<file path="src/rtl/sparse_mac_pipe.sv">
`default_nettype none
// ============================================================================
// Module      : sparse_mac_pipe
// Description : Pipelined sparse dot-product engine. Each beat carries K
//               signed DW-bit matrix/vector lane pairs with a per-lane valid
//               mask. The beat is captured, multiplied, and reduced through a
//               registered log2(K)-level adder tree. A row accumulator closes
//               the row on in_last.
//               Optional feature macro: SPMAC_SAT_EN. When it is defined, the
//               accumulator saturates and out_ovf is set. When it is not
//               defined, the accumulator wraps and out_ovf stays 0.
// Ports       : clk, rst            - clock, synchronous active-high reset
//               in_valid/in_ready   - input beat handshake
//               in_mat/in_vec       - K packed signed lanes, lane i = [DW*i +: DW]
//               in_mask             - per-lane contribute enable
//               in_last             - final beat of the row
//               out_valid/out_ready - row result handshake
//               out_sum             - signed row dot product (ACCW bits)
//               out_nnz             - saturating count of set mask bits in row
//               out_ovf             - row accumulation clamped (SPMAC_SAT_EN)
// Revision    : 1.0 - initial release
// ============================================================================
module sparse_mac_pipe #(
  parameter int K    = 4,
  parameter int DW   = 8,
  parameter int ACCW = 32
) (
  input  logic                   clk,
  input  logic                   rst,
  input  logic                   in_valid,
  output logic                   in_ready,
  input  logic [DW*K-1:0]        in_mat,
  input  logic [DW*K-1:0]        in_vec,
  input  logic [K-1:0]           in_mask,
  input  logic                   in_last,
  output logic                   out_valid,
  input  logic                   out_ready,
  output logic signed [ACCW-1:0] out_sum,
  output logic [15:0]            out_nnz,
  output logic                   out_ovf
);

  localparam int LG   = $clog2(K);
  localparam int PW   = LG + 1;       // popcount width for one beat
  localparam int MW   = 2 * DW;       // product width
  localparam int TW   = 2 * DW + LG;  // adder tree output width
  localparam int AW1  = ACCW + 1;

  // The whole pipeline moves as one unit. It is frozen only while a result
  // waits for the consumer.
  logic w_adv;
  assign w_adv    = !out_valid || out_ready;
  assign in_ready = w_adv;

  // --------------------------------------------------------------------------
  // Input capture. The operands are registered so that the multipliers start
  // from flops rather than from the fetch logic.
  // --------------------------------------------------------------------------
  logic            r_i_valid;
  logic            r_i_last;
  logic [DW*K-1:0] r_i_mat;
  logic [DW*K-1:0] r_i_vec;
  logic [K-1:0]    r_i_mask;

  always_ff @(posedge clk) begin
    if (rst) begin
      r_i_valid <= 1'b0;
      r_i_last  <= 1'b0;
      r_i_mat   <= '0;
      r_i_vec   <= '0;
      r_i_mask  <= '0;
    end else if (w_adv) begin
      r_i_valid <= in_valid;
      r_i_last  <= in_last;
      r_i_mat   <= in_mat;
      r_i_vec   <= in_vec;
      r_i_mask  <= in_mask;
    end
  end

  // Masked lane products and the beat's popcount
  logic signed [MW-1:0] w_prod [K];
  logic [PW-1:0]        w_pop;

  always_comb begin
    w_pop = '0;
    for (int i = 0; i < K; i++) begin
      w_prod[i] = MW'($signed(r_i_mat[DW*i +: DW])) * MW'($signed(r_i_vec[DW*i +: DW]));
      if (!r_i_mask[i]) begin
        w_prod[i] = '0;
      end
      w_pop = w_pop + PW'(r_i_mask[i]);
    end
  end

  // --------------------------------------------------------------------------
  // Level 0 holds the registered products (stage M). Levels 1..LG are
  // the pairwise adder tree. Each level grows by one bit, so no add can
  // overflow. Valid, last and popcount travel with the data.
  // --------------------------------------------------------------------------
  for (genvar l = 0; l <= LG; l++) begin : g_lvl
    localparam int N = K >> l;
    localparam int W = 2 * DW + l;

    logic signed [W-1:0] r_sum [N];
    logic                r_valid;
    logic                r_last;
    logic [PW-1:0]       r_pop;

    if (l == 0) begin : g_mul
      always_ff @(posedge clk) begin
        if (rst) begin
          r_valid <= 1'b0;
          r_last  <= 1'b0;
          r_pop   <= '0;
          for (int i = 0; i < N; i++) r_sum[i] <= '0;
        end else if (w_adv) begin
          r_valid <= r_i_valid;
          r_last  <= r_i_last;
          r_pop   <= w_pop;
          for (int i = 0; i < N; i++) r_sum[i] <= w_prod[i];
        end
      end
    end else begin : g_add
      always_ff @(posedge clk) begin
        if (rst) begin
          r_valid <= 1'b0;
          r_last  <= 1'b0;
          r_pop   <= '0;
          for (int j = 0; j < N; j++) r_sum[j] <= '0;
        end else if (w_adv) begin
          r_valid <= g_lvl[l-1].r_valid;
          r_last  <= g_lvl[l-1].r_last;
          r_pop   <= g_lvl[l-1].r_pop;
          for (int j = 0; j < N; j++) begin
            r_sum[j] <= W'(g_lvl[l-1].r_sum[2*j]) + W'(g_lvl[l-1].r_sum[2*j+1]);
          end
        end
      end
    end
  end

  logic signed [TW-1:0] w_tree;
  logic                 w_t_valid;
  logic                 w_t_last;
  logic [PW-1:0]        w_t_pop;

  assign w_tree    = g_lvl[LG].r_sum[0];
  assign w_t_valid = g_lvl[LG].r_valid;
  assign w_t_last  = g_lvl[LG].r_last;
  assign w_t_pop   = g_lvl[LG].r_pop;

  // --------------------------------------------------------------------------
  // Row accumulator (stage A)
  // --------------------------------------------------------------------------
  logic signed [ACCW-1:0] r_acc;
  logic [15:0]            r_cnt;
  logic                   r_ovf_row;

  logic signed [ACCW-1:0] w_ext;
  logic signed [ACCW-1:0] w_sum;
  logic                   w_clamp;
  logic [16:0]            w_cnt_wide;
  logic [15:0]            w_cnt;

  assign w_ext = ACCW'(w_tree);

`ifdef SPMAC_SAT_EN
  // One guard bit shows a signed overflow. A positive overflow clamps to
  // max, and a negative overflow clamps to min.
  logic signed [AW1-1:0] w_wide;

  always_comb begin
    w_wide  = AW1'(r_acc) + AW1'(w_ext);
    w_clamp = (w_wide[ACCW] != w_wide[ACCW-1]);
    if (!w_clamp) begin
      w_sum = w_wide[ACCW-1:0];
    end else if (w_wide[ACCW]) begin
      w_sum = {1'b1, {(ACCW-1){1'b0}}};
    end else begin
      w_sum = {1'b0, {(ACCW-1){1'b1}}};
    end
  end
`else
  assign w_sum   = r_acc + w_ext;
  assign w_clamp = 1'b0;
`endif

  // The non-zero count saturates instead of wrapping on very long rows.
  assign w_cnt_wide = {1'b0, r_cnt} + 17'(w_t_pop);
  assign w_cnt      = w_cnt_wide[16] ? 16'hFFFF : w_cnt_wide[15:0];

  always_ff @(posedge clk) begin
    if (rst) begin
      out_valid <= 1'b0;
      out_sum   <= '0;
      out_nnz   <= '0;
      out_ovf   <= 1'b0;
      r_acc     <= '0;
      r_cnt     <= '0;
      r_ovf_row <= 1'b0;
    end else if (w_adv) begin
      if (w_t_valid && w_t_last) begin
        // Close the row. The accumulator restarts in the same cycle, so the
        // next row may follow directly.
        out_valid <= 1'b1;
        out_sum   <= w_sum;
        out_nnz   <= w_cnt;
        out_ovf   <= r_ovf_row | w_clamp;
        r_acc     <= '0;
        r_cnt     <= '0;
        r_ovf_row <= 1'b0;
      end else begin
        // Any held result was consumed on this edge (or none was present).
        out_valid <= 1'b0;
        if (w_t_valid) begin
          r_acc     <= w_sum;
          r_cnt     <= w_cnt;
          r_ovf_row <= r_ovf_row | w_clamp;
        end
      end
    end
  end

endmodule
`default_nettype wire

</file>
<file path="config.mk">
export PLATFORM = sky130hd
export DESIGN_NAME = sparse_mac_pipe
export DESIGN_NICKNAME = d
export VERILOG_FILES = /design/src/rtl/sparse_mac_pipe.sv
export SDC_FILE = /design/constraint.sdc
export NUM_CORES = 1
export LEC_CHECK = 0
export ABC_AREA = 1
export BUFFER_PORTS_ARGS = -buffer_cell sky130_fd_sc_hd__buf_2
export CAP_MARGIN = 25
export CORE_MARGIN = 2
export CORE_UTILIZATION = 40
export CTS_CLUSTER_SIZE = 30
export DETAILED_ROUTE_END_ITERATION = 16
export PLACE_DENSITY = 0.6
export SYNTH_ARGS = -nofsm -noshare
export SYNTH_HDL_FRONTEND = slang
export SYNTH_SLANG_ARGS = --single-unit
</file>
<file path="constraint.sdc">
create_clock -name clk -period 6.3 [get_ports clk]
set_clock_uncertainty 0.15 [all_clocks]
set_input_delay 1.26 -clock clk [delete_from_list [all_inputs] [get_ports clk]]
set_output_delay 1.26 -clock clk [all_outputs]
set_load 0.05 [all_outputs]
</file>
==> results.json <==
{
  "status": "completed",
  "vias": 21100,
  "synthArstFlopShare_pct": 0,
  "pin_count": 124,
  "cts.repair.resized": 0,
  "p_per_area_nw_per_um2": 195,
  "power_mw": 5.66,
  "min_period_ns": 4.69,
  "die-area_um2": 68100,
  "netlist_area_um2": 26400,
  "cts.clk_slew.worst_paths_ns": 0.06,
  "min_to": "g_lvl[1].r_pop[1]",
  "fill_cells": 6652,
  "wire_per_inst_um": 13.5,
  "p_leak_nw": 16.3,
  "whs_path_depth": 2,
  "hpwl_um": 47600,
  "hold_viol": 0,
  "syn_inst": 3583,
  "syn_avg_cell_area_um2": 7.37,
  "r2r_start": "r_i_vec[10]",
  "critPathCaptureType": "flop",
  "antenna_found_initial": 0,
  "ff_latch_area_um2": 7130,
  "synthTopCellsByCount": "nand2_1, inv_1, nor2_1",
  "crit_type": "flop to flop",
  "num_antenna_cells": 0,
  "synth_top_area_share_pct": 17.1,
  "place_congestion": 0.896,
  "grt_max_degree": 77,
  "h-tree-depth": 2,
  "crit_required_ns": 6.45,
  "setup_violations": 0,
  "reg2regPathDepth": 15,
  "grt_first_pass_wirelength_um": 104000,
  "root_buffer": "clkbuf_16",
  "ant_nets": 0,
  "overflow": 0,
  "maxSlewHeadroom_pct": 39.7,
  "synth_edf_count": 116,
  "worstPathCellList": "nand2_1 -> fa_1 -> inv_1 -> fa_1 -> inv_1 -> fa_1 -> inv_1 -> fa_1 -> ha_1 -> inv_1 -> nor3_1 -> nand3_1 -> nand4_1 -> nand3b_1 -> a21oi_1",
  "rsz0062_at_grt": "false",
  "wirelength_um": 60900,
  "seq_area_frac_synth_pct": 27.0,
  "netSwitchingFraction_pct": 30.7,
  "power.switching_mw": 1.74,
  "fp.dieW_um": 261,
  "cts_sinks": 298,
  "ir_drop_uv": 208,
  "synth.largest_area_cell": "fa_1",
  "synth_nets": 4083,
  "clk_latency_ns": 0.58,
  "hold_start": "g_lvl[0].r_pop[1]",
  "crit_path_max_fanout": 9,
  "tightest_slew_ns": 0.904,
  "reg2reg_setup_slack_ns": 1.61,
  "routed_via_density": 4.66,
  "synth_seq_cells": 298,
  "power_frac_comb_pct": 20.4,
  "cts_hold_buf": 0,
  "grt_pass1_vias": 21100,
  "drv_slew": 0,
  "ys_types": 48,
  "drcViolationCount": 0,
  "path_delay_family": "adder cells",
  "grt_usage_pct": 18.6,
  "timing.fmax_mhz": 213,
  "clk_path_buf_depth": 3,
  "clockPowerShare_pct": 41.4,
  "dieHeight_um": 261,
  "synth-main-ff-cell": "dfxtp_1",
  "yosys_warnings": 0,
  "arrival_ns": 4.84,
  "crit_buf_inv": 4,
  "fin_nets": 4134,
  "fin_setup_tns_ns": 0,
  "rows": 94,
  "multi_input_area_um2": 15500,
  "cts_tree": "built",
  "layout-drive-gt1-share_pct": 6.91,
  "fin_crit_sh_pct": 74.4,
  "area_growth_pct": 10.1,
  "internal_power_mw": 3.92,
  "maxCapViolCount": 0,
  "hold_class": "flop to flop",
  "start_util_pct": 40.3,
  "cpPeakStageDelay_ns": 0.73,
  "seq_power_share_pct": 38.2,
  "firstDrtPassIters": 6,
  "numPortBuffers": 122,
  "post_cts_buffers": 0,
  "numCtsBuffers": 38,
  "fp.coreArea_um2": 65500,
  "rr_endpoint": "g_lvl[0].r_sum[1][15]",
  "drt_iter0_drc": 1168,
  "slowest_stage": "fa_1",
  "yosys-top-cells-area": "fa_1, dfxtp_1, edfxtp_1",
  "yosysMostFrequentCell": "nand2_1",
  "worst_setup_path_start_kind": "flop"
}
cell families after synthesis:
family | count (synthesis) | synth area share, %
xor gates and xnor gates | 50 | 1.66
other | 1 | 0.0142
adders and majority gates | 427 | 26.7
and+or+nand+nor | 1405 | 21.8
AOI/OAI and AO/OA | 415 | 8.69
buffers and inverters | 987 | 14.2
DFF | 298 | 27.0
final cells by class:
| type | count | area share, % |
|---|---|---|
| clock inverters | 18 | 0.813 |
| well taps | 864 | 3.72 |
| inverters | 866 | 11.2 |
| flip-flops and latches | 298 | 24.5 |
| repair buffers | 132 | 2.48 |
| multi-input cells | 2298 | 53.5 |
| clock buffers | 52 | 3.81 |
worst max-delay path by stage:
stage,cells past startpoint,from,endpoint
finish,15,r_i_vec[10],g_lvl[0].r_sum[1][15]
CTS,15,r_i_vec[10],g_lvl[0].r_sum[1][15]
floorplan,3,rst,g_lvl[0].r_sum[0][0]
global route,16,r_i_vec[10],g_lvl[0].r_sum[1][13]
global placement,15,r_i_mat[30],g_lvl[0].r_sum[3][13]
detailed placement,15,r_i_vec[10],g_lvl[0].r_sum[1][15]
worst min-delay path, stage by stage (launching register included):
cell and delay [ns]:
dfxtp_1 0.29, inv_1 0.06, o22ai_1 0.06
sequential cells by signal (all words and copies together), names as in the netlist, 3 cells and up:
name           count
r_acc             32
r_cnt             16
r_i_vec           32
r_i_mask           4
out_sum           32
out_nnz           16
g_lvl.r_pop        9
g_lvl.r_valid      3
g_lvl.r_sum      116
g_lvl.r_last       3
r_i_mat           32
routing by layer:
layer | global-route usage, % | wire length (um) | vias to the layer above | part of all wire, %
met3 | 2.20 | 2760 | 75 | 4.5
met2 | 31.7 | 28000 | 391 | 46
met1 | 25.0 | 28700 | 9657 | 47
met4 | 5.02 | 1500 | 0 | 2.5
met5 | 0 | 0 | - | 0
li1 | - | - | 11000 | -
layout by cell type (no fill, tap or decap), types with 10 or more instances in the layout:
master	n
edfxtp_1	116
ha_1	201
o21ai_0	127
nand2_2	12
nand4_1	15
inv_1	857
buf_2	121
o22ai_1	10
nand2_1	896
o21bai_1	11
xnor2_1	17
a21o_1	13
nor2_1	251
or2_2	11
fa_1	226
dfxtp_1	182
nor3_1	25
clkbuf_16	42
o21a_1	12
a211oi_1	12
nand3_1	165
a21oi_1	196
xor2_1	33
power groups by stage:
stage | sequential [mW] | combinational (mW) | clock (mW)
floorplan | 2.14 | 0.938 | 0
global placement | 2.20 | 1.15 | 0
detailed placement | 2.20 | 1.16 | 0
CTS | 2.16 | 1.17 | 2.41
global route | 2.17 | 1.37 | 2.47
finish | 2.16 | 1.15 | 2.34
through the flow:
step                hold slack (ns)  instances  worst slack [ns]  util (%)  cell area (um^2)
floorplan                     0.294       3583             0.850         -             26400
global placement              0.307       4457              1.76      42.3             27700
detailed placement            0.311       4457              1.70      42.3             27700
CTS                           0.323       4527              1.67      44.3             29000
global route                  0.338       4528              1.34      44.4             29100
finish                        0.316       4528              1.61      44.4             29100
Power figures use the tool's default switching activity.
